### config.mk
export PLATFORM = sky130hd
export DESIGN_NAME = pipeline_fetch_queue
export DESIGN_NICKNAME = d
export VERILOG_FILES = /design/src/rtl/pipeline_fetch_queue.sv
export SDC_FILE = /design/constraint.sdc
export NUM_CORES = 1
export LEC_CHECK = 0
export ABC_AREA = 0
export CORE_ASPECT_RATIO = 0.5
export CORE_MARGIN = 3
export CORE_UTILIZATION = 30
export CTS_CLUSTER_DIAMETER = 50
export DETAILED_ROUTE_END_ITERATION = 10
export GPL_TIMING_DRIVEN = 0
export SYNTH_ARGS = -nofsm -noshare
export SYNTH_HDL_FRONTEND = slang
export SYNTH_SLANG_ARGS = --single-unit
### constraint.sdc
create_clock -name clk -period 28.9 [get_ports clk]
set_input_delay 8.67 -clock clk [delete_from_list [all_inputs] [get_ports clk]]
set_output_delay 8.67 -clock clk [all_outputs]
set_load 0.02 [all_outputs]
### src/rtl/pipeline_fetch_queue.sv
// Fetch stage with PC, 1-cycle imem requests, DEPTH-entry instruction queue and redirects.
// Optional perf counters are enabled with `define FETCH_PERF_EN.
module pipeline_fetch_queue #(
  parameter int unsigned       ADDR_W     = 32,
  parameter int unsigned       DEPTH      = 4,
  parameter logic [ADDR_W-1:0] RESET_ADDR = '0,
  parameter logic [31:0]       HALT_MASK  = 32'h0000_0FFF,
  parameter logic [31:0]       HALT_VALUE = 32'h0000_0300
) (
  input  logic              clk,
  input  logic              reset,
  input  logic              start,
  input  logic [ADDR_W-1:0] start_address,
  output logic              imem_req,
  output logic [ADDR_W-1:0] imem_addr,
  input  logic [31:0]       imem_rdata,
  input  logic              id_ready,
  output logic              if_valid,
  output logic [31:0]       instruction_out,
  output logic [ADDR_W-1:0] pc_plus4_out,
  input  logic              zflag,
  input  logic              nzflag,
  input  logic              beqz,
  input  logic              bnez,
  input  logic              jump,
  input  logic              jump_reg,
  input  logic [ADDR_W-1:0] pc_plus4_id,
  input  logic [ADDR_W-1:0] extended_imm,
  input  logic [25:0]       value,
  input  logic [ADDR_W-1:0] register_s1,
  input  logic              stall,
  output logic              branch_out,
  output logic              end_program,
  output logic [ADDR_W-1:0] current_address
`ifdef FETCH_PERF_EN
  ,
  output logic [31:0]       perf_fetched,
  output logic [31:0]       perf_flushed,
  output logic [31:0]       perf_full
`endif
);

  localparam int PW = (DEPTH > 1) ? $clog2(DEPTH) : 1;
  localparam int CW = PW + 1;
  localparam logic [ADDR_W-1:0] FOUR = ADDR_W'(4);

  typedef enum logic [1:0] {S_IDLE, S_RUN, S_HALT} state_t;

  state_t            state_q, state_d;
  logic [ADDR_W-1:0] pc_q, pc_d;
  logic              inflight_q, inflight_d;
  logic [ADDR_W-1:0] raddr_q, raddr_d;
  logic [PW-1:0]     head_q, head_d, tail_q, tail_d;
  logic [CW-1:0]     count_q, count_d;
  logic [31:0]       instr_q [DEPTH];
  logic [31:0]       instr_d [DEPTH];
  logic [ADDR_W-1:0] pcp4_q [DEPTH];
  logic [ADDR_W-1:0] pcp4_d [DEPTH];

  logic              br_taken, redirect, flush;
  logic              resp_ok, halt_hit, enq, deq, room;
  logic [CW:0]       occ;
  logic [ADDR_W-1:0] target;

  assign br_taken = ((zflag & beqz) | (nzflag & bnez)) & ~stall;
  assign redirect = (state_q != S_IDLE) & (jump_reg | jump | br_taken);
  assign flush    = start | redirect;
  assign resp_ok  = inflight_q & ~flush;
  assign halt_hit = resp_ok & ((imem_rdata & HALT_MASK) == HALT_VALUE);
  assign enq      = resp_ok;
  assign if_valid = (count_q != '0);
  assign deq      = if_valid & id_ready;
  assign occ      = {1'b0, count_q} + {{CW{1'b0}}, inflight_q};
  assign room     = occ < (CW+1)'(DEPTH);

  // Hold off the fetch in the cycle a halt word returns so nothing trails it.
  assign imem_req = (state_q == S_RUN) & room & ~flush & ~halt_hit;

  assign imem_addr       = pc_q;
  assign current_address = pc_q;
  assign instruction_out = instr_q[head_q];
  assign pc_plus4_out    = pcp4_q[head_q];
  assign branch_out      = br_taken & (state_q == S_RUN);
  assign end_program     = (state_q == S_HALT);

  always_comb begin
    target = pc_plus4_id + extended_imm;
    if (jump_reg)  target = register_s1;
    else if (jump) target = pc_plus4_id + {{(ADDR_W-26){value[25]}}, value};
  end

  always_comb begin
    state_d = state_q;
    if (flush)                               state_d = S_RUN;
    else if (halt_hit && state_q == S_RUN)   state_d = S_HALT;
  end

  always_comb begin
    pc_d       = pc_q;
    inflight_d = imem_req;
    raddr_d    = raddr_q;
    if (start)         pc_d = start_address;
    else if (redirect) pc_d = target;
    else if (imem_req) pc_d = pc_q + FOUR;
    if (imem_req) raddr_d = pc_q;
  end

  always_comb begin
    head_d  = head_q;
    tail_d  = tail_q;
    count_d = count_q;
    instr_d = instr_q;
    pcp4_d  = pcp4_q;
    if (flush) begin
      head_d  = '0;
      tail_d  = '0;
      count_d = '0;
    end else begin
      if (enq) begin
        instr_d[tail_q] = imem_rdata;
        pcp4_d[tail_q]  = raddr_q + FOUR;
        tail_d          = tail_q + PW'(1);
      end
      if (deq) head_d = head_q + PW'(1);
      count_d = count_q + CW'(enq) - CW'(deq);
    end
  end

  always_ff @(posedge clk or posedge reset) begin
    if (reset) begin
      state_q    <= S_IDLE;
      pc_q       <= RESET_ADDR;
      inflight_q <= 1'b0;
      raddr_q    <= '0;
      head_q     <= '0;
      tail_q     <= '0;
      count_q    <= '0;
      for (int i = 0; i < DEPTH; i++) begin
        instr_q[i] <= '0;
        pcp4_q[i]  <= '0;
      end
    end else begin
      state_q    <= state_d;
      pc_q       <= pc_d;
      inflight_q <= inflight_d;
      raddr_q    <= raddr_d;
      head_q     <= head_d;
      tail_q     <= tail_d;
      count_q    <= count_d;
      instr_q    <= instr_d;
      pcp4_q     <= pcp4_d;
    end
  end

`ifdef FETCH_PERF_EN
  logic [31:0] fetched_q, fetched_d;
  logic [31:0] flushed_q, flushed_d;
  logic [31:0] full_q, full_d;

  function automatic logic [31:0] sat_add(input logic [31:0] a,
                                          input logic [31:0] b);
    logic [32:0] s;
    s = {1'b0, a} + {1'b0, b};
    return s[32] ? '1 : s[31:0];
  endfunction

  always_comb begin
    fetched_d = fetched_q;
    flushed_d = flushed_q;
    full_d    = full_q;
    if (start) begin
      fetched_d = '0;
      flushed_d = '0;
      full_d    = '0;
    end else begin
      if (enq)      fetched_d = sat_add(fetched_q, 32'd1);
      if (redirect) flushed_d = sat_add(flushed_q, 32'(occ));
      if (state_q == S_RUN && !room) full_d = sat_add(full_q, 32'd1);
    end
  end

  always_ff @(posedge clk or posedge reset) begin
    if (reset) begin
      fetched_q <= '0;
      flushed_q <= '0;
      full_q    <= '0;
    end else begin
      fetched_q <= fetched_d;
      flushed_q <= flushed_d;
      full_q    <= full_d;
    end
  end

  assign perf_fetched = fetched_q;
  assign perf_flushed = flushed_q;
  assign perf_full    = full_q;
`endif

endmodule
==> flow_results.org, run 1 <==
** Outcome
- The flow ran to the end, and the final reports show no timing, DRC or antenna violations.

** Yosys
- Synth Flop Type :: sky130_fd_sc_hd__dfrtp_1
- Warning count from the yosys run :: 0
- Netlist cell types :: 76
- Synthesis produced around 1600 cells.
- In this run, synthesis inferred 0 flip-flops with an integrated enable.
- After synthesis the cells add up to between 15000 and 20000 um^2.
- Most used standard cells in the synthesized netlist :: sky130_fd_sc_hd__dfrtp_1 (330), sky130_fd_sc_hd__nand2_1 (200), sky130_fd_sc_hd__mux2_2 (196), sky130_fd_sc_hd__o21ai_0 (158), sky130_fd_sc_hd__mux4_2 (64)
- After synthesis, the share of flip-flops with an asynchronous set or reset is 100%.
- Net count after synthesis :: between 1500 and 2000
- Library cell occupying the most area in the post-synthesis netlist :: sky130_fd_sc_hd__dfrtp_1
- Area fraction of the dominant cell type after synthesis :: a little under half
- Ranked by total cell area, the synthesized netlist is headed by sky130_fd_sc_hd__dfrtp_1 (47%), sky130_fd_sc_hd__mux2_2 (12%), sky130_fd_sc_hd__mux4_2 (8.1%).
- The share of the Yosys chip area taken by registers is 46.6%.
- Avg Cell Area, Syn :: ~11 um^2
- Dominant cell by count in the synthesized netlist :: sky130_fd_sc_hd__dfrtp_1
- After synthesis the netlist holds a flip-flop and latch count of 330.

** Drt
- Dividing the detail-routed via count by the number of cells gives between 5 and 6.
- Drt total wl :: just under 60000 um
- Vias after detailed routing :: roughly 14000
- Remaining antenna violation count :: 0
- Number of DRC violations after detailed-routing iteration 0 :: ~1000
- Detailed-routing iteration count for the pre-antenna-repair pass :: 5
- After detailed routing, the average wire length per cell comes to ~21 um.
- In the routed design, unresolved DRC markers number 0.

** Power and ir drop
- Overall power consumption after layout is estimated at ~0.0014 W.
- Worst IR Drop VDD :: around 0.037 mV
- Power density over the cells :: 58.5 nW/um^2
- Leakage :: between 9 and 10 nW

** Clock network
- In this run, post-CTS hold repair placed 0 buffers.
- Max clock buf depth :: 3
- Post-cts resize count :: 0
- The cell sitting at the root of the clock tree is a sky130_fd_sc_hd__clkbuf_16.
- Reg clk slew, reported paths :: 0.06 ns
- TritonCTS created 37 clock buffers.
- Number of buffers inserted by post-CTS setup repair :: 0
- TritonCTS built the clock tree.
- For the worst-skew pair, the clock arrives at the later sink with an insertion delay of ~0.53 ns.
- CTS built an H-tree with a depth of 2.
- Clock net sink count :: 330

** Die
- Top-Level Pins :: ~330
- Floorplan die width :: between 300 and 400 um
- The floorplan step defined a core boundary enclosing slightly below 60000 um^2.
- Die ar. :: around 62000 um^2
- Die boundary height :: 178 um
- The initial utilization of the core area, before any placement, comes to about 30%.
- Rows :: 62

** Critical path
- Arrival time worst endpoint :: between 10 and 15 ns
- WS Path Type :: input port to output pin
- Max FO, Critical Path :: 11
- Chain of cells forming the critical path :: clkdlybuf4s50_1 > nor4bb_1 > nand4_1 > nand4b_1 > nor2_2 > buf_2 > clkdlybuf4s50_1
- Top delay family on crit path :: buffers and inverters
- STA classifies the critical path startpoint as an input port.
- At the worst endpoint, the required time is slightly above 20 ns.
- Among all stages on the critical path, the largest delay is contributed by sky130_fd_sc_hd__clkdlybuf4s50_1.
- The critical path contains buffers and inverters numbering 3 combined.
- Type of element capturing the critical path :: output pin
- Counting stages on the worst path, the most repeated cell is sky130_fd_sc_hd__clkdlybuf4s50_1.
- The largest single stage delay on the critical path is approximately 0.66 ns.

** Min path
- The path class of the tightest hold or removal check is flip-flop to flip-flop.

** Layout
- Fill cell count :: between 5000 and 6000
- Number of nets at the end of the flow :: 2193
- From synthesis to final layout, the design area changed by 32.1%.
- Share of final-layout standard cells stronger than drive strength 1 :: between 20% and 30%

** Global routing
- Overall global routing resource usage :: between 10% and 20%
- Antenna violations before repair :: 9
- The first global-routing pass estimated 89100 um of wire.
- The number of global-route vias before repair came to between 10000 and 15000.
- Largest net degree at the start of global routing :: around 120
- Final global-route overflow total :: 0

** STA
- In this run the tightest slew margin relative to its limit is around 14%.
- Final Cycle Share :: a little over two thirds
- Setup repair after global routing left no endpoint under its margin.
- For the pin with the worst max-slew slack, the measured transition is 1.28 ns.
- Timing would allow up to 49.3 MHz.
- The number of hold violations in the final report was 0.
- The number of slew-limit violations in the final report was 0.
- The clock arrives with 0.0156 ns of skew.
- Final critical-path required period :: ~20 ns
- Post-route setup TNS :: 0 ns
- Setup violations remaining at the end of the flow were counted as 0.

** Placement
- Port buffering added 327 buffers.
- At the end of routability-driven placement, the weighted congestion stood at roughly 0.9.
- Final HPWL from detailed placement :: approximately 44000 um

** Flow run
- Number of maximum-capacitance violations :: 0
metrics by stage:
stage	hold slack (ns)	worst slack (ns)	area, um^2	std cells	util (%)
after floorplan	0.445	10.40	17700	1585	-
after global placement	0.456	6.74	22000	2680	37.9
after detailed placement	0.467	8.65	22000	2683	38.1
after CTS	0.481	8.64	23400	2750	40.4
after global routing	0.496	8.49	23400	2759	40.4
final	0.478	8.64	23400	2759	40.4
metal layers:
metal	track usage, %	vias to the layer above	wire length (um)
met5	0	-	0
met4	6.10	0	1580
met3	1.65	98	2150
met2	33.5	350	30000
met1	23.8	7082	24400
li1	-	6496	-
layout by cell type, fill, tap and decap left out, types with 7 or more instances in the layout:
cell / instances
sky130_fd_sc_hd__a21o_1: 15
sky130_fd_sc_hd__a21oi_1: 47
sky130_fd_sc_hd__a22oi_1: 11
sky130_fd_sc_hd__a31oi_1: 8
sky130_fd_sc_hd__and2_1: 7
sky130_fd_sc_hd__and3_1: 15
sky130_fd_sc_hd__buf_1: 10
sky130_fd_sc_hd__buf_2: 17
sky130_fd_sc_hd__buf_4: 32
sky130_fd_sc_hd__clkbuf_1: 60
sky130_fd_sc_hd__clkbuf_16: 37
sky130_fd_sc_hd__clkbuf_8: 9
sky130_fd_sc_hd__clkdlybuf4s50_1: 327
sky130_fd_sc_hd__dfrtp_1: 330
sky130_fd_sc_hd__diode_2: 9
sky130_fd_sc_hd__ha_1: 40
sky130_fd_sc_hd__inv_1: 28
sky130_fd_sc_hd__mux2_2: 196
sky130_fd_sc_hd__mux2i_1: 7
sky130_fd_sc_hd__mux4_2: 64
sky130_fd_sc_hd__nand2_1: 200
sky130_fd_sc_hd__nand3_1: 30
sky130_fd_sc_hd__nand4_1: 21
sky130_fd_sc_hd__nor2_1: 57
sky130_fd_sc_hd__nor3_1: 16
sky130_fd_sc_hd__nor4_1: 8
sky130_fd_sc_hd__o211ai_1: 18
sky130_fd_sc_hd__o21a_1: 10
sky130_fd_sc_hd__o21ai_0: 158
sky130_fd_sc_hd__o22ai_1: 8
sky130_fd_sc_hd__or3_1: 8
sky130_fd_sc_hd__xnor2_1: 30
sky130_fd_sc_hd__xor2_1: 38
power breakdown:
group / internal, W / total, W / switching (W)
registers: 0.000498 / 0.000542 / 0.0000449
logic: 0.000156 / 0.000315 / 0.000159
clock network: 0.000314 / 0.000511 / 0.000196
cells by family after synthesis:
kind of cell             count (synthesis)  synth area share (%)
buffers and inverters                  147                  3.91
multiplexers                           267                  21.0
AO/OA/AOI/OAI                          338                  12.0
adder cells (fa/ha/maj)                 42                  3.05
flip-flops                             330                  46.6
XOR/XNOR                                68                  3.36
AND/OR/NAND/NOR                        393                  10.1
worst min-delay path: stages, from the launching register on:
cell and delay, ns:
sky130_fd_sc_hd__dfrtp_1 0.34, sky130_fd_sc_hd__nand2_1 0.05, sky130_fd_sc_hd__o21ai_0 0.06
sequential cells by signal, summed over array words and instances (netlist names):
register         flops
instr_q            128
pcp4_q             128
current_address     32
raddr_q             32
count_q              3
head_q               2
state_q              2
tail_q               2
inflight_q           1
path summary, 6_finish.rpt:
kind	slack (ns)	to	from	cells after the start
worst max-delay path	8.64	imem_req	imem_rdata[8]	7
worst min-delay path	0.48	pcp4_q[7]$_DFFE_PP0P_	pcp4_q[7]$_DFFE_PP0P_	2
worst max register to register	25.34	count_q[2]$_DFF_PP0_	state_q[0]$_DFFE_PP0P_	12
worst min register to register	0.48	pcp4_q[7]$_DFFE_PP0P_	pcp4_q[7]$_DFFE_PP0P_	2
max in group asynchronous	18.98	current_address[29]$_DFFE_PP0P_	reset	4
min in group asynchronous	8.57	instr_q[97]$_DFFE_PP0P_	reset	2
final cells by class:
class,count,area [um^2],area share (%)
multi-input cells,1108,8770,37.5
well taps,768,961,4.11
plain buffers,116,577,2.46
clock buffers,49,1060,4.53
repair buffers,330,3360,14.3
clock inverters,18,268,1.14
flip-flops and latches,330,8260,35.3
diodes,9,22.5,0.0962
inverters,31,124,0.529
Power figures use the tool's default switching activity.
==> inputs of run 2 (changes only) <==
Clock period 28.9 ns to 17.8 ns, I/O delays scaled along.
==> results of run 2 <==
Same layout as run 1 (identical final DEF). Status: completed.
Main changes from that run: setup slack after placement 8.65 ns -> 4.21 ns; setup slack after layout 8.64 ns -> 4.20 ns; register-to-register setup slack 25.34 ns -> 14.24 ns; total power 0.00137 W -> 0.00222 W; worst IR drop on VDD 0.0370 mV -> 0.0601 mV
==> RTL change 1 (settings of run 2) <==
Re-encode `state_t` (3 states) as one-hot, 3 bits wide.
--- a/src/rtl/pipeline_fetch_queue.sv
+++ b/src/rtl/pipeline_fetch_queue.sv
@@ -45,5 +45,5 @@
   localparam logic [ADDR_W-1:0] FOUR = ADDR_W'(4);
 
-  typedef enum logic [1:0] {S_IDLE, S_RUN, S_HALT} state_t;
+  typedef enum logic [2:0] {S_IDLE = 3'b001, S_RUN = 3'b010, S_HALT = 3'b100} state_t;
 
   state_t            state_q, state_d;
Function: no difference found for any inputs over 4 cycles, from zero or initial values and one cycle with reset high; so few cycles prove little.
==> RTL change 1 against run 2 <==
- maximum frequency down 3.9%
- sequential cell count up 1
- largest power group unchanged
- synthesized cell count down 0.25%
- setup slack worse by 0.55 ns
- die area down 0.36%
- cell count down 0.33%
- cell area down 0.69%
- first-iteration DRC count down 12%
- critical path type unchanged
- critical endpoint unchanged
- area after synthesis down 0.37%
- routed wire length down 5.7%
- total power down 0.50%
==> RTL change 1: results (changes against run 2) <==
run_status: "complete, no violations"
holdPathStages: 1  # -1
leakage_uw: 0.00997  # -0.21%
worst_slew_margin_rel: 0.325  # +0.187
mux_share_of_post_synthesis_cell_area: 0.209  # -0.00105
initialDrtViolationCount: 912  # -12%
synthAdderAreaFrac: 0.0306  # +0.000115
nets: 2187  # -0.27%
largest_net_degree_at_the_start_of_global_routing: 129  # +6.6%
io_buffer_count: 325  # -0.61%
cts_setup_buffers: 0  # unchanged
grt_antenna_before_repair: 6  # -3
drt-total-wl_mm: 54.8  # -5.7%
vdd_drop_max_v: 0.0000557  # -7.4%
drt-vias-per-instance: 5.00  # -1.6%
tritoncts_buffers: 38  # +2.7%
synth-compound-area-share: 0.117  # -0.00246
dpl_cell_area_sq_um: 21900  # -0.54%
cts_htree_levels: 2  # unchanged
grt_first_pass_wirelength_mm: 84.4  # -5.2%
async_reset_ff_frac: 1.00  # unchanged
clk_transition_reported_paths_ns: 0.06  # about the same
largest_registers_ranked_by_flip_flop_count: "instr_q (128), pcp4_q (128)"
path_max_fanout: 11  # unchanged
ctsResizeCount: 0  # unchanged
ff2ff_setup_slack_ns: 14.08  # -0.16 ns
rr_worst_depth: 13  # +1
worst_skew_pair.late_latency_ns: 0.54
worstReg2RegStart: "state_q[0]"
worst_hold_path_type: "reg2reg"
place_congestion: 0.886  # -1.1%
dpl.hpwl_mm: 40.9  # -7.2%
synthFlopType: "dfrtp_1"
cts_root_buf: "clkbuf_16"
grt_pass1_vias: 13900  # -3.5%
share_of_layout_cells_above_drive_strength_1: 0.197  # -0.00657
critical_path.max_stage_delay_ns: 0.76  # +0.10 ns
hp-start: "instr_q[36]"
timing.clock.skew_ns: 0.0251  # +0.00950 ns
global_route.usage.total: 0.174  # -0.0124
xor_and_xnor_fraction_of_the_mapped_netlist_area: 0.0377  # +0.00410
netlist_top_cells_count: "dfrtp_1 (330), mux2_2 (194), nor2_1 (185)"
synthesis.yosys.warnings: 0  # unchanged
layout.filler_cells: 5589  # -0.97%
synth.net_count: 1820  # -0.22%
dominant_cells_by_area_after_synthesis: "dfrtp_1 (47%), mux2_2 (12%), mux4_2 (8.2%)"
holdPathEnd: "instr_q[36]"
firstDrtPassIters: 5  # unchanged
ys_types: 73  # -3.9%
worst-endpoint-arrival_ns: 8.82  # +0.56 ns
layout.area.seq_sq_um: 8280  # +0.32%
synth_seq_area_share: 0.469  # +0.00324
RTL change 1: worst max-delay path by stage:
stage                  startpoint     endpoint  slack [ns]  cells after the start
global placement            reset  instr_q[81]       -0.96                      2
global route        imem_rdata[3]     imem_req        3.49                      9
finish              imem_rdata[3]     imem_req        3.64                      9
detailed placement  imem_rdata[3]     imem_req        3.65                      9
floorplan                   reset   count_q[0]        3.29                      1
CTS                 imem_rdata[3]     imem_req        3.65                      9
RTL change 1: logic make-up after synthesis:
family	after synthesis
xor+xnor	76
flops	331
compound gates	338
buf+inv	153
fa+ha+maj	42
simple gates	377
mux	264
RTL change 1: cell type report:
type / instances / area share
multi-input combinational: 1097 / 0.372
inverter: 31 / 0.00533
timing repair buffer: 327 / 0.142
clock inverter: 15 / 0.00835
antenna: 5 / 0.000538
tap: 768 / 0.0414
buffer: 122 / 0.0260
clock buffer: 54 / 0.0474
sequential: 331 / 0.356
RTL change 1: where the power goes:
part | internal (uW) | total [uW] | switching, uW
Sequential | 813 | 883 | 70.7
Combinational | 263 | 521 | 259
Clock | 481 | 805 | 324
Total | 1560 | 2210 | 654
RTL change 1: metrics by stage:
stage	hold slack, ns	cells	setup WS, ns	setup TNS, ns
after CTS	0.504	2745	3.65	0
after global placement	0.483	2674	-0.959	-308.63
after detailed placement	0.491	2676	3.65	0
final	0.503	2750	3.64	0
after global routing	0.508	2750	3.49	0
after floorplan	0.475	1581	3.29	0
RTL change 1: per-layer routing:
metal,track usage,part of all wire,vias up
li1,-,-,6445
met1,0.212,0.41,6926
met2,0.326,0.54,306
met3,0.0197,0.037,82
met4,0.0470,0.021,2
met5,0,0.00024,-
==> RTL change 2 (settings of run 2) <==
Made on the original files. The option `FETCH_PERF_EN` is turned on by a define.
--- a/src/rtl/pipeline_fetch_queue.sv
+++ b/src/rtl/pipeline_fetch_queue.sv
@@ -1,4 +1,6 @@
 // Fetch stage with PC, 1-cycle imem requests, DEPTH-entry instruction queue and redirects.
 // Optional perf counters are enabled with `define FETCH_PERF_EN.
+`define FETCH_PERF_EN
+
 module pipeline_fetch_queue #(
   parameter int unsigned       ADDR_W     = 32,
Formal check against the unedited RTL (old outputs only; new: perf_fetched, perf_flushed and perf_full): no difference found for any inputs over 4 cycles, from zero or initial values and one cycle with reset high; that may be too few to reach the edited logic, so the function may still have changed.
==> RTL change 2 against run 2 <==
- routed wire length is 38% higher
- clock power is 17% higher
- critical path type unchanged
- die area is 28% higher
- combinational power is 14% higher
- first-iteration DRC count is 45% higher
- cell area is 28% higher
- area after synthesis is 29% higher
- via count is 38% higher
- setup slack worse by 0.18 ns
- sequential cell count is 96 higher
- total power is 20% higher
==> RTL change 2: results (changes against run 2) <==
run_status: "complete, no violations"
dr_wl_met2_mm: 41.2  # +37%
mux_share_of_post_synthesis_cell_area: 0.165  # -0.0447
worst-endpoint-arrival_ns: 8.45  # +0.19 ns
clock_net_power_uw: 974  # +17%
synth.net_count: 2410  # +32%
share_of_layout_cells_above_drive_strength_1: 0.162  # -0.0423
largest_registers_ranked_by_flip_flop_count: "instr_q (128), pcp4_q (128)"
crit_slowest_cell: "clkdlybuf4s50_1"
worst_slew_margin_rel: 0.265  # +0.128
clk_path_buf_depth: 3  # unchanged
ctsHoldBuffers: 0  # unchanged
grt_antenna_before_repair: 6  # -3
internal-power_uw: 1880  # +20%
worst_skew_pair.late_latency_ns: 0.58  # +0.05 ns
synth_area_per_cell_sq_um: 10.6  # -5.3%
layout.filler_cells: 7231  # +28%
wire_per_inst_um: 21.8  # +3.5%
global_route.usage.total: 0.195  # +0.00796
routed-wl-met3_mm: 3.77  # +75%
place_inst: 3596  # +34%
xor_and_xnor_fraction_of_the_mapped_netlist_area: 0.0322  # -0.00146
dpl.hpwl_mm: 60.4  # +37%
vias: 19400  # +38%
nets: 2884  # +32%
synthesis.yosys.warnings: 0  # unchanged
place_congestion: 0.889  # -0.70%
grt_pass1_vias: 19500  # +35%
timing.clock.skew_ns: 0.0126  # -0.00305 ns
synth-compound-area-share: 0.134  # +0.0149
initialDrtViolationCount: 1506  # +45%
leakage_uw: 0.0127  # +27%
critical_path.max_stage_delay_ns: 0.69  # +0.03 ns
power.switching_uw: 797  # +23%
io_buffer_count: 422  # +29%
pwr-share-comb: 0.218  # -0.012
synthAdderAreaFrac: 0.0289  # -0.00163
final-instance-count-excl-fill: 3684  # +34%
dominant_cells_by_area_after_synthesis: "dfrtp_1 (47%), mux2_2 (9.6%), mux4_2 (6.3%)"
top_signal_layer_used: "met4"
max_cap_violations: 0  # unchanged
grt_first_pass_wirelength_mm: 121  # +36%
ys_types: 79  # +3.9%
netlist_top_cells_count: "dfrtp_1 (426), a21oi_1 (239), nor2_1 (239)"
tritoncts_buffers: 46  # +24%
synth_seq_area_share: 0.466  # about the same
met1Wirelength_mm: 32.3  # +33%
worst_hold_path_type: "reg2reg"
vdd_drop_max_v: 0.0000693  # +15%
largest_net_degree_at_the_start_of_global_routing: 115  # -5.0%
[RTL change 2: cell types whose count changed after synthesis, sizes merged, moves of 25 or more]
cell / run 2 / this run
a211oi: 6 / 31
o21ai: 165 / 92
buf: 59 / 93
nand3: 30 / 82
nand2: 200 / 119
a21oi: 50 / 239
nor2: 62 / 240
and3: 16 / 51
dfrtp: 330 / 426
[RTL change 2: layout make-up]
| type | instances | share of cell area |
|---|---|---|
| clock buffers | 66 | 0.0439 |
| flip-flops and latches | 426 | 0.355 |
| plain buffers | 151 | 0.0253 |
| clock inverters | 14 | 0.00621 |
| multi-input cells | 1541 | 0.376 |
| diodes | 8 | 0.000667 |
| well taps | 1008 | 0.0420 |
| inverters | 44 | 0.00575 |
| repair buffers | 426 | 0.144 |
[RTL change 2: per-stage QoR]
stage / utilization / worst slack [ns] / hold WS (ns) / instance area, sq um
after detailed placement: 0.383 / 4.00 / 0.490 / 28500
after global routing: 0.404 / 3.96 / 0.508 / 30000
after global placement: 0.382 / -4.85 / 0.483 / 28400
after CTS: 0.404 / 4.00 / 0.504 / 30000
final: 0.404 / 4.01 / 0.502 / 30000
after floorplan: - / 0.598 / 0.475 / 22900
[RTL change 2: layer usage]
metal	GRT usage	vias to the layer above
met5	0	-
met4	0.0761	0
met3	0.0267	139
met2	0.343	560
met1	0.241	9813
li1	-	8864
[RTL change 2: worst paths after layout]
kind	start	to	slack (ns)	cells after the start
worst max-delay path	jump_reg	imem_req	4.01	8
worst min-delay path	instr_q[113]	instr_q[113]	0.50	1
worst max register to register	inflight_q	current_address[10]	14.38	10
worst min register to register	instr_q[113]	instr_q[113]	0.50	1
max in group asynchronous	reset	instr_q[87]	10.81	5
min in group asynchronous	reset	raddr_q[14]	5.21	2
